`src/rtl/wb_stage_pkg.sv`:
```
// wb_stage_pkg: write-back select codes, WB FSM states and load-select helper shared by WB and the EX forwarding path
package wb_stage_pkg;
  localparam logic [1:0] RF_WSEL_ALU = 2'd0;
  localparam logic [1:0] RF_WSEL_PC4 = 2'd1;
  localparam logic [1:0] RF_WSEL_EXT = 2'd2;
  localparam logic [1:0] RF_WSEL_RDO = 2'd3;
  typedef enum logic [1:0] {WB_IDLE, WB_RES, WB_WAIT} wb_state_e;
  function automatic logic is_load(input logic [1:0] wsel);
    return wsel == RF_WSEL_RDO;
  endfunction
endpackage

```
`src/rtl/wb_stage_if.sv`:
```
// wb_stage_if: MEM->WB instruction handoff (in_valid/in_ready, pc, pc4, alu_c, ext, wsel, we, wR); master=MEM, slave=WB
interface wb_stage_if #(parameter int XLEN = 32);
  logic            in_valid;
  logic            in_ready;
  logic [XLEN-1:0] in_pc;
  logic [XLEN-1:0] in_pc4;
  logic [XLEN-1:0] in_alu_c;
  logic [XLEN-1:0] in_ext;
  logic [1:0]      in_wsel;
  logic            in_we;
  logic [4:0]      in_wR;
  modport master(output in_valid, in_pc, in_pc4, in_alu_c, in_ext, in_wsel, in_we, in_wR, input in_ready);
  modport slave(input in_valid, in_pc, in_pc4, in_alu_c, in_ext, in_wsel, in_we, in_wR, output in_ready);
endinterface

```
`src/rtl/wb_result_mux.sv`:
```
// wb_result_mux: selects write-back data from wsel (alu_c/pc4/ext/rdo in, wd out; unknown code gives 0)
module wb_result_mux
  import wb_stage_pkg::*;
#(
  parameter int XLEN = 32
) (
  input  logic [1:0]      wsel,
  input  logic [XLEN-1:0] alu_c,
  input  logic [XLEN-1:0] pc4,
  input  logic [XLEN-1:0] ext,
  input  logic [XLEN-1:0] rdo,
  output logic [XLEN-1:0] wd
);
  always_comb
    wd = wsel == RF_WSEL_ALU ? alu_c :
         wsel == RF_WSEL_PC4 ? pc4 :
         wsel == RF_WSEL_EXT ? ext :
         wsel == RF_WSEL_RDO ? rdo : '0;
endmodule

```
`src/rtl/wb_stage.sv`:
```
// wb_stage: RV32 write-back stage; clk/rst_n, mem (slave handoff from MEM), dram_rvalid/dram_rdo in; rf_we/rf_wR/rf_wD, load_err, debug_wb_* out
module wb_stage
  import wb_stage_pkg::*;
#(
  parameter int XLEN         = 32,
  parameter int LOAD_TIMEOUT = 255
) (
  input  logic            clk,
  input  logic            rst_n,
  wb_stage_if.slave       mem,
  input  logic            dram_rvalid,
  input  logic [XLEN-1:0] dram_rdo,
  output logic            rf_we,
  output logic [4:0]      rf_wR,
  output logic [XLEN-1:0] rf_wD,
  output logic            load_err,
  output logic            debug_wb_have_inst,
  output logic [XLEN-1:0] debug_wb_pc,
  output logic            debug_wb_ena,
  output logic [4:0]      debug_wb_reg,
  output logic [XLEN-1:0] debug_wb_value
);
  localparam int CW = $clog2(LOAD_TIMEOUT + 1);
  wb_state_e       state_q, state_d;
  logic [XLEN-1:0] pc_q, pc_d, pc4_q, pc4_d, alu_c_q, alu_c_d, ext_q, ext_d;
  logic [1:0]      wsel_q, wsel_d;
  logic            we_q, we_d, err_q, err_d;
  logic [4:0]      wr_q, wr_d;
  logic [CW-1:0]   cnt_q, cnt_d;
  logic            ready, take, retire, timeout, stray, waiting;
  logic [XLEN-1:0] mux_wd;
  wb_result_mux #(.XLEN(XLEN)) u_mux (
    .wsel (wsel_q),
    .alu_c(alu_c_q),
    .pc4  (pc4_q),
    .ext  (ext_q),
    .rdo  (dram_rdo),
    .wd   (mux_wd)
  );
  assign mem.in_ready = ready;
  always_comb begin
    waiting = state_q == WB_WAIT && !dram_rvalid;
    timeout = waiting && cnt_q == CW'(LOAD_TIMEOUT);
    stray   = dram_rvalid && state_q != WB_WAIT;
    retire  = rst_n && (state_q == WB_RES || (state_q == WB_WAIT && (dram_rvalid || timeout)));
    ready   = rst_n && !waiting;
    take    = mem.in_valid && ready;
    state_d = take ? (is_load(mem.in_wsel) ? WB_WAIT : WB_RES) : retire ? WB_IDLE : state_q;
    cnt_d   = take ? '0 : (waiting && !timeout) ? cnt_q + CW'(1) : cnt_q;
    err_d   = err_q || timeout || stray;
    pc_d    = take ? mem.in_pc : pc_q;
    pc4_d   = take ? mem.in_pc4 : pc4_q;
    alu_c_d = take ? mem.in_alu_c : alu_c_q;
    ext_d   = take ? mem.in_ext : ext_q;
    wsel_d  = take ? mem.in_wsel : wsel_q;
    we_d    = take ? mem.in_we : we_q;
    wr_d    = take ? mem.in_wR : wr_q;
    rf_we   = retire && we_q && wr_q != 5'd0 && !timeout;
    rf_wR   = retire ? wr_q : '0;
    rf_wD   = retire ? mux_wd : '0;
    load_err = rst_n && (err_q || timeout || stray);
    debug_wb_have_inst = retire;
    debug_wb_pc    = retire ? pc_q : '0;
    debug_wb_ena   = rf_we;
    debug_wb_reg   = rf_wR;
    debug_wb_value = rf_wD;
  end
  always_ff @(posedge clk)
    if (!rst_n) begin
      state_q <= WB_IDLE;
      cnt_q   <= '0;
      err_q   <= 1'b0;
      pc_q    <= '0;
      pc4_q   <= '0;
      alu_c_q <= '0;
      ext_q   <= '0;
      wsel_q  <= '0;
      we_q    <= 1'b0;
      wr_q    <= '0;
    end else begin
      state_q <= state_d;
      cnt_q   <= cnt_d;
      err_q   <= err_d;
      pc_q    <= pc_d;
      pc4_q   <= pc4_d;
      alu_c_q <= alu_c_d;
      ext_q   <= ext_d;
      wsel_q  <= wsel_d;
      we_q    <= we_d;
      wr_q    <= wr_d;
    end
endmodule
```
`src/flat_wrapper.sv`:
```
// flat-port wrapper written by rule: the top's interface ports become plain ports
module wb_stage_flat import wb_stage_pkg::*;
#(
  parameter int XLEN         = 32,
  parameter int LOAD_TIMEOUT = 255
)
  (clk, rst_n, dram_rvalid, dram_rdo, rf_we, rf_wR, rf_wD, load_err, debug_wb_have_inst, debug_wb_pc, debug_wb_ena, debug_wb_reg, debug_wb_value, mem_in_valid, mem_in_pc, mem_in_pc4, mem_in_alu_c, mem_in_ext, mem_in_wsel, mem_in_we, mem_in_wR, mem_in_ready);
  wb_stage_if #(.XLEN(XLEN)) mem_i ();
  input  logic clk;
  input  logic rst_n;
  input  logic dram_rvalid;
  input  logic [XLEN-1:0] dram_rdo;
  output logic rf_we;
  output logic [4:0] rf_wR;
  output logic [XLEN-1:0] rf_wD;
  output logic load_err;
  output logic debug_wb_have_inst;
  output logic [XLEN-1:0] debug_wb_pc;
  output logic debug_wb_ena;
  output logic [4:0] debug_wb_reg;
  output logic [XLEN-1:0] debug_wb_value;
  input wire logic [$bits(mem_i.in_valid)-1:0] mem_in_valid;
  input wire logic [$bits(mem_i.in_pc)-1:0] mem_in_pc;
  input wire logic [$bits(mem_i.in_pc4)-1:0] mem_in_pc4;
  input wire logic [$bits(mem_i.in_alu_c)-1:0] mem_in_alu_c;
  input wire logic [$bits(mem_i.in_ext)-1:0] mem_in_ext;
  input wire logic [$bits(mem_i.in_wsel)-1:0] mem_in_wsel;
  input wire logic [$bits(mem_i.in_we)-1:0] mem_in_we;
  input wire logic [$bits(mem_i.in_wR)-1:0] mem_in_wR;
  output wire logic [$bits(mem_i.in_ready)-1:0] mem_in_ready;
  assign mem_i.in_valid = mem_in_valid;
  assign mem_i.in_pc = mem_in_pc;
  assign mem_i.in_pc4 = mem_in_pc4;
  assign mem_i.in_alu_c = mem_in_alu_c;
  assign mem_i.in_ext = mem_in_ext;
  assign mem_i.in_wsel = mem_in_wsel;
  assign mem_i.in_we = mem_in_we;
  assign mem_i.in_wR = mem_in_wR;
  assign mem_in_ready = mem_i.in_ready;
  wb_stage #(.XLEN(XLEN), .LOAD_TIMEOUT(LOAD_TIMEOUT)) u_core (.clk(clk), .rst_n(rst_n), .mem(mem_i), .dram_rvalid(dram_rvalid), .dram_rdo(dram_rdo), .rf_we(rf_we), .rf_wR(rf_wR), .rf_wD(rf_wD), .load_err(load_err), .debug_wb_have_inst(debug_wb_have_inst), .debug_wb_pc(debug_wb_pc), .debug_wb_ena(debug_wb_ena), .debug_wb_reg(debug_wb_reg), .debug_wb_value(debug_wb_value));
endmodule
```
`config.mk`:
```
export PLATFORM = sky130hd
export DESIGN_NAME = wb_stage_flat
export DESIGN_NICKNAME = d
export VERILOG_FILES = /design/src/rtl/wb_stage_pkg.sv /design/src/rtl/wb_stage_if.sv /design/src/rtl/wb_result_mux.sv /design/src/rtl/wb_stage.sv /design/src/flat_wrapper.sv
export SDC_FILE = /design/constraint.sdc
export NUM_CORES = 1
export LEC_CHECK = 0
export BUFFER_PORTS_ARGS = -buffer_cell sky130_fd_sc_hd__buf_2
export CORE_MARGIN = 5
export CORE_UTILIZATION = 52
export CTS_CLUSTER_DIAMETER = 200
export DETAILED_ROUTE_END_ITERATION = 8
export GPL_ROUTABILITY_DRIVEN = 0
export PLACE_DENSITY = 0.85
export SLEW_MARGIN = 10
export SYNTH_ARGS = -nofsm -noshare
export SYNTH_HDL_FRONTEND = slang
export SYNTH_SLANG_ARGS = --single-unit
```
`constraint.sdc`:
```
create_clock -name clk -period 2.8 [get_ports clk]
set_clock_uncertainty 0.15 [all_clocks]
set_input_delay 0 -clock clk [delete_from_list [all_inputs] [get_ports clk]]
set_output_delay 0 -clock clk [all_outputs]
set_load 0.05 [all_outputs]
```
## After elaboration in Yosys (flattened, before gate mapping)

Index checks and enable logic that the tools add are counted.

- Output and inout bits: 111
- Logic and storage cells: 53
- Bits in registers: 147
- Input port bits: 172

- Reductions and logical operators: 23
- Bitwise operators: 1
- Add/sub/neg operators: 1
- Equality and inequality tests: 8
- Muxes and demuxes: 10

Operators with widths:

| operator | count |
|---|---|
| 32-bit two-way mux | 6 |
| 1-bit logical AND | 12 |
| 8-bit by 1-bit adder with 8-bit output, second input constant | 1 |
| 2-bit == test, second input constant | 4 |
| 8-bit == test, second input constant | 1 |
| 2-bit two-way mux | 3 |
| 5-bit two-way mux | 1 |
| 5-bit nonzero test | 1 |
| 2-bit by 1-bit == test with 1-bit output, second input constant | 2 |
| 1-bit logical OR | 4 |
| 1-bit zero test | 3 |
| 2-bit zero test | 1 |
| 2-bit inequality test, second input constant | 1 |
| 2-bit nonzero test | 1 |
| 2-bit OR reduction | 1 |
| 1-bit NOT | 1 |

## Longest topological paths before layout

- Depth after elaboration: 10
- Mapped depth: 7

## Cells and area by module

A second synthesis with hierarchy kept.

- Cells, all modules: 823
- Area total of the unflattened synthesis: 7001.7 um^2

Modules (own cells, without submodules):

| module | area an instance (um^2) | cells each | sequential area each (um^2) | times used |
|---|---|---|---|---|
| wb_stage | 6187.2 | 784 | 2942.8 | 1 |
| wb_result_mux | 814.5 | 39 | 0.0 | 1 |

## Least setup slack after synthesis

No wires, ideal clock.

- Path kind: reg-to-output
- Start: register u_core.cnt_q[0]
- End: output port rf_wR[0]
- Setup slack: 0.344 ns
- Arrival time: 2.306 ns
- Cell stages (with the launch flop): 8
- Path through: dfxtp_1 -> ha_1 -> nand4_1 -> o21bai_1 -> a21oi_2 -> buf_2 -> nor2_1 -> buf_4

- Word-level cells in the longest chain between the ends: 7

RTL lines:

| what | RTL line | source |
|---|---|---|
| from (decl) | wb_stage.sv:29 | `logic [CW-1:0] cnt_q, cnt_d;` |
| from (signal assigned) | wb_stage.sv:82 | `cnt_q <= cnt_d;` |
| 8-bit == test | wb_stage.sv:43 | `timeout = waiting && cnt_q == CW'(LOAD_TIMEOUT);` |
| 1-bit logical AND | wb_stage.sv:43 |  |
| 1-bit logical OR | wb_stage.sv:45 | `retire = rst_n && (state_q == WB_RES \|\| (state_q == WB_WAIT && (dram_rvalid \|\| timeout)));` |
| 1-bit logical AND | wb_stage.sv:45 |  |
| 1-bit logical OR | wb_stage.sv:45 |  |
| 1-bit logical AND | wb_stage.sv:45 |  |
| 5-bit two-way mux | wb_stage.sv:59 | `rf_wR = retire ? wr_q : '0;` |
| to (decl) | flat_wrapper.sv:14 | `output logic [4:0] rf_wR;` |

Every way passes these cells.

## Final worst setup path

- Start: register u_core.cnt_q[0]
- End: output port debug_wb_value[1]

- Word-level cells in the longest chain between the ends: 7

RTL lines:

| what | RTL line | source |
|---|---|---|
| 8-bit == test | wb_stage.sv:43 |  |
| 1-bit logical AND | wb_stage.sv:43 |  |
| 1-bit logical OR | wb_stage.sv:45 |  |
| 1-bit logical AND | wb_stage.sv:45 |  |
| 1-bit logical OR | wb_stage.sv:45 |  |
| 1-bit logical AND | wb_stage.sv:45 |  |
| 32-bit two-way mux | wb_stage.sv:60 | `rf_wD = retire ? mux_wd : '0;` |
| to (decl) | flat_wrapper.sv:21 | `output logic [XLEN-1:0] debug_wb_value;` |

Every way passes these cells.

==> run metrics <==
Internal=about 4100 uW; # DRC=0; via count=7507; critical path required time=2.65 ns; DR iter-0 viols=1051; Final min period=2.58 ns; actual slew at the worst max-slew pin=0.645 ns; drt total wl=approximately 26000 um; CTS resizes=0; leading area contributor after synthesis=dfxtp_1; root buffer cell=clkbuf_16; clk buf depth=2; count of cell types in the netlist=37; # port buffers=282; Layout Nets=1375; initial antenna violation count=1; H-tree depth=4; VDD IR max=0.419 mV; CTS tree=yes; period utilization=92.2%; Area Growth Syn to Fin=51.1%; row cnt=41; startpoint types=flop; post-layout util=80.6%; die boundary height=124 um; first-pass GRT wire length=39100 um; share of cells above drive strength 1=30.1%; Vias/cell=between 5 and 6; status=finished, final reports clean; PD cells=between 500 and 600 nW/um2; WS Path Type=flop to output pin; Slew Limit Fails=0; Syn Nets=984; relative max-transition margin=56.7%; Synth top area share=a little over two fifths; f_max=between 300 and 400 MHz; core area=approximately 13000 um2; leakage=0.00465 uW; switching part of the total=around 26%; Mapped Cells=811; synth warn=0; Hold Buf Count CTS=175; Hold Crit Start=mem_in_valid; Critical Path Source=u_core.cnt_q[0]; Top FF cell, synth=dfxtp_1; #FFs+latches synth=147; GRT overflow=0; ANT nets after route=0; Setup Fix Bufs, Post-CTS=0; mean area per synthesized cell=8.33 um2; CTS sink cnt=147; Worst R2R Start=u_core.state_q[1]; asr flop ratio synth=0%; most frequent cells in the layout=281 x buf_2, 277 x nand2_1, 175 x dlygate4sd3_1; Hold Path Class=input pin to flop; critical path endpoint category=output pin; Post-synth EDFFs=0; Post-Synthesis Cell Area=6760 um2; DP Wirelength=13000 um; setup tns final=0 ns; Max FO, Critical Path=19; mean routed wirelength per cell=18.6 um; TritonRoute pass-1 iters=8; Logic pwr share=between 15 and 20%; TritonCTS Buffers=17; crit path DAT=2.43 ns; Clock power frac=41.5%; part of the power in registers=42.0%; RSZ-0062 raised after global routing=false; Clock transition at path regs=0.06 ns; post-synthesis sequential area ratio=43.6%; setup violators final=0; Horiz. Die Dim=124 um; largest net degree at the start of global routing=between 100 and 150; Die Footprint=between 15000 and 20000 um2; io pins=283; clock latency on the worst-skew pair=0.42 ns; vias in the first global route=7781; Max Cap Viol=0; P_sw=1440 uW; GRT Util Overall=roughly 33%; most common cell after layout, fill and taps aside=buf_2; Starting Density=53.3%; Hold Vio Cnt, Final=0; top post-synthesis cells by area=dfxtp_1 44%, nand2_1 15%, mux4_2 11%, o21ai_0 8.6%, buf_4 4.6%
logic make-up (layout without fill, tap and decap cells):
family                     count (synthesis)  in the layout  share of synthesized area [%]
and+or+nand+nor                          373            373                           23.0
AOI/OAI and AO/OA                        152            152                           11.8
DFF                                      147            147                           43.6
buffers and inverters                    101            504                           10.1
muxes                                     33             33                           10.8
xor gates and xnor gates                   4              4                          0.518
adders and majority gates                  1              1                          0.185
other                                      0              4                              0
path summary, 6_finish.rpt:
kind | cells after the start | slack, ns | endpoint
max | 7 | 0.22 | debug_wb_value[1]
min | 4 | 0.08 | u_core.cnt_q[5]
max reg2reg | 6 | 0.36 | u_core.wsel_q[1]
min reg2reg | 2 | 0.30 | u_core.ext_q[30]
layer usage:
layer / up-vias / global-route usage (%) / wire length, um / share of wire [%]
li1: 3435 / - / - / -
met5: - / 0 / 0 / 0
met2: 515 / 57.3 / 13200 / 51
met3: 149 / 10.8 / 2330 / 9.0
met1: 3408 / 34.2 / 8720 / 34
met4: 0 / 23.3 / 1620 / 6.3
synthesized netlist by cell type (2+ instances only):
cell,n
nor3b_4,2
a21boi_0,2
inv_1,3
nor2b_1,4
buf_4,41
o21ai_0,116
buf_6,18
mux4_2,32
clkbuf_1,28
xor2_1,4
and2_1,33
nand2_1,277
clkbuf_2,2
nand3_1,2
nand4_1,3
o21ai_1,24
buf_2,9
dfxtp_1,147
nor2_1,46
layout make-up:
| class | instances | area [um2] |
|---|---|---|
| diodes | 4 | 10.0 |
| multi-input cells | 563 | 3130 |
| fillers | 735 | 2460 |
| inverters | 3 | 11.3 |
| clock buffers | 23 | 498 |
| repair buffers | 470 | 3300 |
| flip-flops and latches | 147 | 2950 |
| well taps | 172 | 215 |
| clock inverters | 8 | 100 |
metrics by stage:
stage | area, um2 | setup WS (ns) | instances | total power (uW) | hold slack, ns
floorplan | 6760 | 0.344 | 811 | 2810 | -0.0414
global placement | 7850 | 0.803 | 1180 | 3000 | 0.0421
detailed placement | 7850 | 0.707 | 1180 | 3020 | 0.0492
CTS | 10200 | 0.256 | 1386 | 5490 | 0.0891
global route | 10200 | 0.0755 | 1387 | 5770 | 0.146
finish | 10200 | 0.218 | 1390 | 5560 | 0.0809
registers in the layout, indices dropped and copies added, names as in the netlist:
signal          cells
u_core.alu_c_q     32
u_core.cnt_q        8
u_core.err_q        1
u_core.ext_q       32
u_core.pc4_q       32
u_core.pc_q        32
u_core.state_q      2
u_core.we_q         1
u_core.wr_q         5
u_core.wsel_q       2
worst max-delay path: stages, from the launching register on:
cell and delay [ns]:
dfxtp_1 0.36, ha_1 0.18, nand4_1 0.25, nor2_1 0.26, o311a_2 0.20, buf_4 0.24, and2_1 0.23, buf_2 0.29
power by group through the flow:
stage / clock network, uW / logic [uW] / registers [uW]
floorplan: 0 / 483 / 2330
global placement: 0 / 640 / 2360
detailed placement: 0 / 651 / 2370
finish: 2310 / 915 / 2340
CTS: 2310 / 860 / 2320
global route: 2440 / 982 / 2350
Power figures use the tool's default switching activity.
